--- src/rtl/alu2_issue_arbiter.sv ---
// Two-requester round-robin issue arbiter feeding a single registered ALU2 port.
// Holds the issued op under iEX_LOCK, refills in the same edge the held op leaves.
module alu2_issue_arbiter (
    input  logic        iCLOCK,
    input  logic        inRESET,
    input  logic        iFREE_EX,
    input  logic        iREQ0_VALID,
    input  logic [95:0] iREQ0_DATA,
    input  logic        iREQ1_VALID,
    input  logic [95:0] iREQ1_DATA,
    output logic        oREQ0_ACK,
    output logic        oREQ1_ACK,
    output logic        oEX_VALID,
    output logic [95:0] oEX_DATA,
    input  logic        iEX_LOCK,
    output logic [1:0]  oSTATE,
    output logic [15:0] oISSUE_COUNT,
    output logic [7:0]  oSTALL_COUNT
);

    // Handshake: a requester holds VALID/DATA stable until its ACK; the bundle is
    // captured on the edge where ACK=1. Toward ALU2, an op leaves on the edge where
    // oEX_VALID=1 and iEX_LOCK=0.
    typedef enum logic [1:0] {
        ST_IDLE  = 2'd0,
        ST_ISSUE = 2'd1,
        ST_STALL = 2'd2
    } state_t;

    state_t      state_q, state_d;
    logic        ex_valid_q, ex_valid_d;
    logic [95:0] ex_data_q, ex_data_d;
    logic        rr_ptr_q, rr_ptr_d;
    logic [15:0] issue_cnt_q, issue_cnt_d;
    logic [7:0]  stall_cnt_q, stall_cnt_d;

    logic        load;
    logic        grant_any;
    logic        grant_sel;
    logic        transfer;
    logic        stall_cycle;

    always_ff @(posedge iCLOCK or negedge inRESET) begin
        if (!inRESET) begin
            state_q     <= ST_IDLE;
            ex_valid_q  <= 1'b0;
            ex_data_q   <= '0;
            rr_ptr_q    <= 1'b0;
            issue_cnt_q <= '0;
            stall_cnt_q <= '0;
        end else begin
            state_q     <= state_d;
            ex_valid_q  <= ex_valid_d;
            ex_data_q   <= ex_data_d;
            rr_ptr_q    <= rr_ptr_d;
            issue_cnt_q <= issue_cnt_d;
            stall_cnt_q <= stall_cnt_d;
        end
    end

    always_comb begin
        state_d     = state_q;
        ex_valid_d  = ex_valid_q;
        ex_data_d   = ex_data_q;
        rr_ptr_d    = rr_ptr_q;
        issue_cnt_d = issue_cnt_q;
        stall_cnt_d = stall_cnt_q;
        oREQ0_ACK   = 1'b0;
        oREQ1_ACK   = 1'b0;

        load        = !iFREE_EX && (!ex_valid_q || !iEX_LOCK);
        grant_any   = iREQ0_VALID || iREQ1_VALID;
        grant_sel   = (iREQ0_VALID && iREQ1_VALID) ? rr_ptr_q : iREQ1_VALID;
        transfer    = ex_valid_q && !iEX_LOCK;
        stall_cycle = ex_valid_q && iEX_LOCK;

        // Counters are statistics only; a flush does not clear them.
        if (transfer) begin
            issue_cnt_d = issue_cnt_q + 16'd1;
        end
        if (stall_cycle && (stall_cnt_q != 8'hFF)) begin
            stall_cnt_d = stall_cnt_q + 8'd1;
        end

        if (iFREE_EX) begin
            ex_valid_d = 1'b0;
            ex_data_d  = '0;
            rr_ptr_d   = 1'b0;
            state_d    = ST_IDLE;
        end else if (load) begin
            if (grant_any) begin
                ex_valid_d = 1'b1;
                ex_data_d  = grant_sel ? iREQ1_DATA : iREQ0_DATA;
                rr_ptr_d   = !grant_sel;
                state_d    = ST_ISSUE;
                oREQ0_ACK  = inRESET && !grant_sel;
                oREQ1_ACK  = inRESET && grant_sel;
            end else begin
                ex_valid_d = 1'b0;
                state_d    = ST_IDLE;
            end
        end else begin
            state_d = ST_STALL;
        end
    end

    assign oEX_VALID    = ex_valid_q;
    assign oEX_DATA     = ex_data_q;
    assign oSTATE       = state_q;
    assign oISSUE_COUNT = issue_cnt_q;
    assign oSTALL_COUNT = stall_cnt_q;

endmodule

--- config.mk ---
export PLATFORM = sky130hd
export DESIGN_NAME = alu2_issue_arbiter
export DESIGN_NICKNAME = d
export VERILOG_FILES = /design/src/rtl/alu2_issue_arbiter.sv
export SDC_FILE = /design/constraint.sdc
export NUM_CORES = 1
export LEC_CHECK = 0
export ABC_AREA = 1
export BUFFER_PORTS_ARGS = -buffer_cell sky130_fd_sc_hd__buf_2
export CAP_MARGIN = 5
export CELL_PAD_IN_SITES_DETAIL_PLACEMENT = 0
export CELL_PAD_IN_SITES_GLOBAL_PLACEMENT = 1
export CORE_MARGIN = 2
export CORE_UTILIZATION = 32
export DETAILED_ROUTE_END_ITERATION = 8
export PLACE_DENSITY = 0.82
export SLEW_MARGIN = 20
export SYNTH_ARGS = -nofsm -noshare
export SYNTH_HDL_FRONTEND = slang
export SYNTH_SLANG_ARGS = --single-unit
--- constraint.sdc ---
create_clock -name iCLOCK -period 1.7 [get_ports iCLOCK]
set_clock_uncertainty 0.15 [all_clocks]
set_input_delay 0.17 -clock iCLOCK [delete_from_list [all_inputs] [get_ports iCLOCK]]
set_output_delay 0.17 -clock iCLOCK [all_outputs]
set_load 0.01 [all_outputs]
; ---- Word level (Yosys, flattened, before mapping)
; Cells that the tools add are included.
; Widths: inputs -> output; s select.
[op_classes]
addsub = 2
n_eq_ne = 1
n_mux = 20
reduce_logical = 16
[ops]
columns = op, count
row1 = $mux 96, 4
row2 = $add 16x1->16 const B, 1
row3 = $mux 1, 14
row4 = $add 8x1->8 const B, 1
row5 = $ne 8x8->1 const B, 1
row6 = $logic_and 1x1->1, 7
row7 = $logic_not 1->1, 4
row8 = $mux 2, 2
row9 = $reduce_bool 2->1, 2
row10 = $logic_or 1x1->1, 2
row11 = $reduce_and 2->1, 1
[word_totals]
register_bits = 124
output_inout_bits = 125

; ---- Depth between registers and ports, before layout
[depth]
ltp_word = 7
ltp_mapped = 9
mapped_depth_nobuf = 9

; ---- Least setup slack after synthesis
; Ideal clock, no wire load.
[synth_path]
kind = reg-to-output
start = register ex_valid_q, in the netlist oEX_VALID
end = output oREQ0_ACK
arrival_ns = 1.215
path_slack_ns = 0.165
stages_incl_launch_ff = 7
path_buffers = 1
path_cell_list = dfrtp_1 > nand2_1 > nand2_1 > nor2_4 > buf_6 > inv_1 > nor3_1
[synth_via]
elab_chain_len = 5
[synth_rtl]
columns = element, line
row1 = from (decl), 31  ; logic ex_valid_q, ex_valid_d;
row2 = from (signal assigned), 53  ; ex_valid_q <= ex_valid_d;
row3 = $logic_not 1->1, 71  ; load = !iFREE_EX && (!ex_valid_q || !iEX_LOCK);
row4 = $logic_or 1x1->1, 71
row5 = $logic_and 1x1->1, 71
row6 = $mux 1, 90  ; end else if (load) begin
row7 = $mux 1, 85  ; if (iFREE_EX) begin
row8 = to (decl), 11  ; output logic oREQ0_ACK,
; No other way between the ends.

; ---- Worst setup path after layout
[layout_path]
start = register rr_ptr_q
end = output oREQ0_ACK
[layout_via]
elab_chain_len = 6
[layout_rtl]
columns = element, line
row1 = from (decl), 33  ; logic rr_ptr_q, rr_ptr_d;
row2 = from (signal assigned), 55  ; rr_ptr_q <= rr_ptr_d;
row3 = $mux 1, 73  ; grant_sel = (iREQ0_VALID && iREQ1_VALID) ? rr_ptr_q : iREQ1_VALID;
row4 = $logic_not 1->1, 96  ; oREQ0_ACK = inRESET && !grant_sel;
row5 = $logic_and 1x1->1, 96
row6 = $mux 1, 91  ; if (grant_any) begin
row7 = $mux 1, 90
row8 = $mux 1, 85
; No other way between the ends.

==> out/qor.yml <==
floorplan:
  die-area_um2: 20100
  ioPinCount: 323
  die_h_um: 142
  coreArea_um2: 18600
  num_rows: 50
  start_util_pct: 32.6
  die_w_um: 142
cts:
  cts-buffers-inserted: 17
  clkLatencyLatePin_ns: 0.42
  htree_levels: 4
  cts.path.max_buffers: 2
  cts.sinks: 124
  clkTransAtPathRegs_ns: 0.06
  cts_tree: "built"
  cts_root_buf: "clkbuf_16"
hold_path:
  hp-start: "iEX_LOCK"
  min_to: "rr_ptr_q$_DFFE_PN0P_"
  hp-class: "primary input to register"
  min_path_cells: 6
power_and_ir_drop:
  p_seq_share_pct: 36.4
  ir_worst_vdd_uv: 614
  p_sw_share_pct: 29.4
  clockPowerShare_pct: 39.7
  p_switching_mw: 2.85
  intPower_mw: 6.84
  p_leak_nw: 5.44
  pwr-share-comb_pct: 23.9
  p_per_area_nw_per_um2: 892
final_layout:
  antennaDiodeCount: 0
  drive_gt1_share_pct: 35.0
  fin_area_um2: 10900
  final_net_count: 1437
  syn2layout_area_growth_pct: 79.0
timing:
  period_share_pct: 100
  relSlewSlack_pct: 75.3
  setup_viol: 1
  whs_ns: 0.0735
  fmax_mhz: 586
  worst-slew-pin-transition_ns: 0.371
  finalMaxSlewViolations: 0
  min_period_ns: 1.71
  rsz0062_at_grt: "true"
  setup_ws_ns: -0.00542
  hold_viol: 0
routing:
  routed_wirelength_um: 23900
  antenna_left: 0
  vias: 7093
  drtIter0Drc: 290
  drc: 0
  drt_pass1_iterations: 4
  drt-vias-per-instance: 4.78
  wl_per_cell_um: 16.1
setup_path:
  cp-startpoint: "rr_ptr_q$_DFFE_PN0P_"
  r2r-end: "oEX_DATA[29]$_DFFE_PN0P_"
  r2r-start: "oEX_VALID$_DFFE_PN0N_"
  worst-path-max-fanout: 4
  reg2reg_depth: 7
  critPathCaptureType: "output pin"
  r2r_slack_ns: 0.05
  path_class: "register to output pin"
  crit_required_ns: 1.38
  critPathArrivalTime_ns: 1.39
  start_kind: "register"
yosys:
  postSynthCellCount: 707
  ys_ff_latch: 124
  synthTopCellsByArea: "dfrtp_1 (51%), o21ai_0 (8.0%), inv_1 (7.7%)"
  synth_warnings: 0
  synth_top_cell_by_area: "dfrtp_1"
  yosysTopAreaCellShare_pct: 51.1
  synth-main-ff-cell: "dfrtp_1"
  yosys.cell_types.count: 24
  netlist_area_um2: 6070
  ys_seq_area_share_pct: 51.1
  synth-edff-count: 0
  syn_area_per_cell_um2: 8.58
  async_reset_ff_share_pct: 100
  syn-num-nets: 907
global_route:
  grt_usage_pct: 23.0
  grt_max_degree: 68
  grt_pass1_vias: 7308
  grt.overflow.total: 0
  grt_antenna_before_repair: 0
  grt_pass1_wl_um: 36300
status:
  status: "finished, violations left"
  violations: "setup timing"
placement:
  port_buffers: 322
  dp_hpwl_um: 13900
  place_area_um2: 7940
  place_ws_ns: 0.0714
  place.gp.congestion: 0.817
job:
  cap_violations: 0
-- cells by family (layout without fill, tap and decap cells) --
family | Yosys count | after routing | share of synthesized area (%)
DFF | 124 | 124 | 51.1
and+or+nand+nor | 207 | 207 | 13.7
buffers and inverters | 165 | 708 | 11.4
adders and majority gates | 2 | 2 | 0.412
AOI/OAI and AO/OA | 196 | 196 | 21.4
xor gates and xnor gates | 13 | 13 | 1.88
-- worst max-delay path by stage --
stage / endpoint / slack, ns / depth (start not counted)
floorplan: oREQ0_ACK / 0.17 / 6
global placement: oEX_DATA[40]$_DFFE_PN0P_ / 0.10 / 7
detailed placement: oEX_DATA[18]$_DFFE_PN0P_ / 0.07 / 6
CTS: oREQ0_ACK / -0.05 / 6
global route: oREQ0_ACK / -0.12 / 6
finish: oREQ0_ACK / -0.005 / 6
-- sequential cells by signal, summed over array words and instances, names as in the netlist --
name          flops
oEX_DATA         96
oISSUE_COUNT     16
oSTATE            2
oEX_VALID         1
oSTALL_COUNT      8
rr_ptr_q          1
-- power groups by stage --
stage / sequential [mW] / clock, mW / combinational, mW
finish: 3.53 / 3.85 / 2.31
global route: 3.57 / 4.09 / 2.52
CTS: 3.52 / 3.94 / 2.21
detailed placement: 3.57 / 0 / 1.78
global placement: 3.56 / 0 / 1.77
floorplan: 3.70 / 0 / 0.786
-- per-layer routing --
metal  track usage (%)  vias up  share of wire [%]
met5                 0        -                  0
met4              11.5        0                3.8
met3              6.95       66                6.8
met2              40.0      303                 50
met1              25.6     3349                 40
li1                  -     3375                  -
-- stage by stage --
| stage | total power, mW | setup TNS, ns | cells | util (%) |
|---|---|---|---|---|
| 6_report | 9.69 | -0.00542 | 1484 | 58.3 |
| 2_1_floorplan | 4.48 | 0 | 707 | - |
| 3_5_place_dp | 5.35 | 0 | 1238 | 42.6 |
| 3_3_place_gp | 5.33 | 0 | 1238 | 42.6 |
| 5_1_grt | 10.2 | -0.211 | 1484 | 58.3 |
| 4_1_cts | 9.67 | -0.102 | 1474 | 57.2 |
-- cell usage after synthesis, drive strengths merged (2+ instances only) --
cell,n
o21ai,98
nand4,6
o22ai,97
xor2,9
nand2,66
inv,125
nor3,5
xnor2,4
dfrtp,124
ha,2
nand3,10
buf,26
nor2,119
clkbuf,14
-- cell type report --
class                   count  area (um^2)
fillers                  1560         7780
repair buffers            551         4060
flip-flops and latches    124         3100
multi-input cells         418         2310
inverters                 125          474
clock buffers              20          467
well taps                 234          293
clock inverters            12          160
-- repair_timing --
action | CTS | global route
pin swaps | 4 | 7
hold buffers | 196 | 0
buffers inserted | 6 | 6
hold endpoints to repair | 222 | 0
gates cloned | 2 | 4
resized for setup | 10 | 20
setup endpoints to repair | 2 | 68
-- worst max-delay path: stages, from the launching register on --
cell	delay [ns]
dfrtp_1	0.38
inv_2	0.08
nand2_2	0.06
nand2_4	0.10
clkinv_4	0.07
nor3_2	0.13
buf_2	0.15
-- cells in the final DEF, fill, tap and decap left out, drive strengths merged, types with 9 or more instances in the layout --
cell	netlist	routed
dlygate4sd3	0	196
nor2	119	119
dfrtp	124	124
nand2	66	66
inv	125	127
clkbuf	14	24
buf	26	350
xor2	9	9
o21ai	98	98
nand3	10	10
o22ai	97	97
Note: power is estimated with default switching activity, not from simulation.
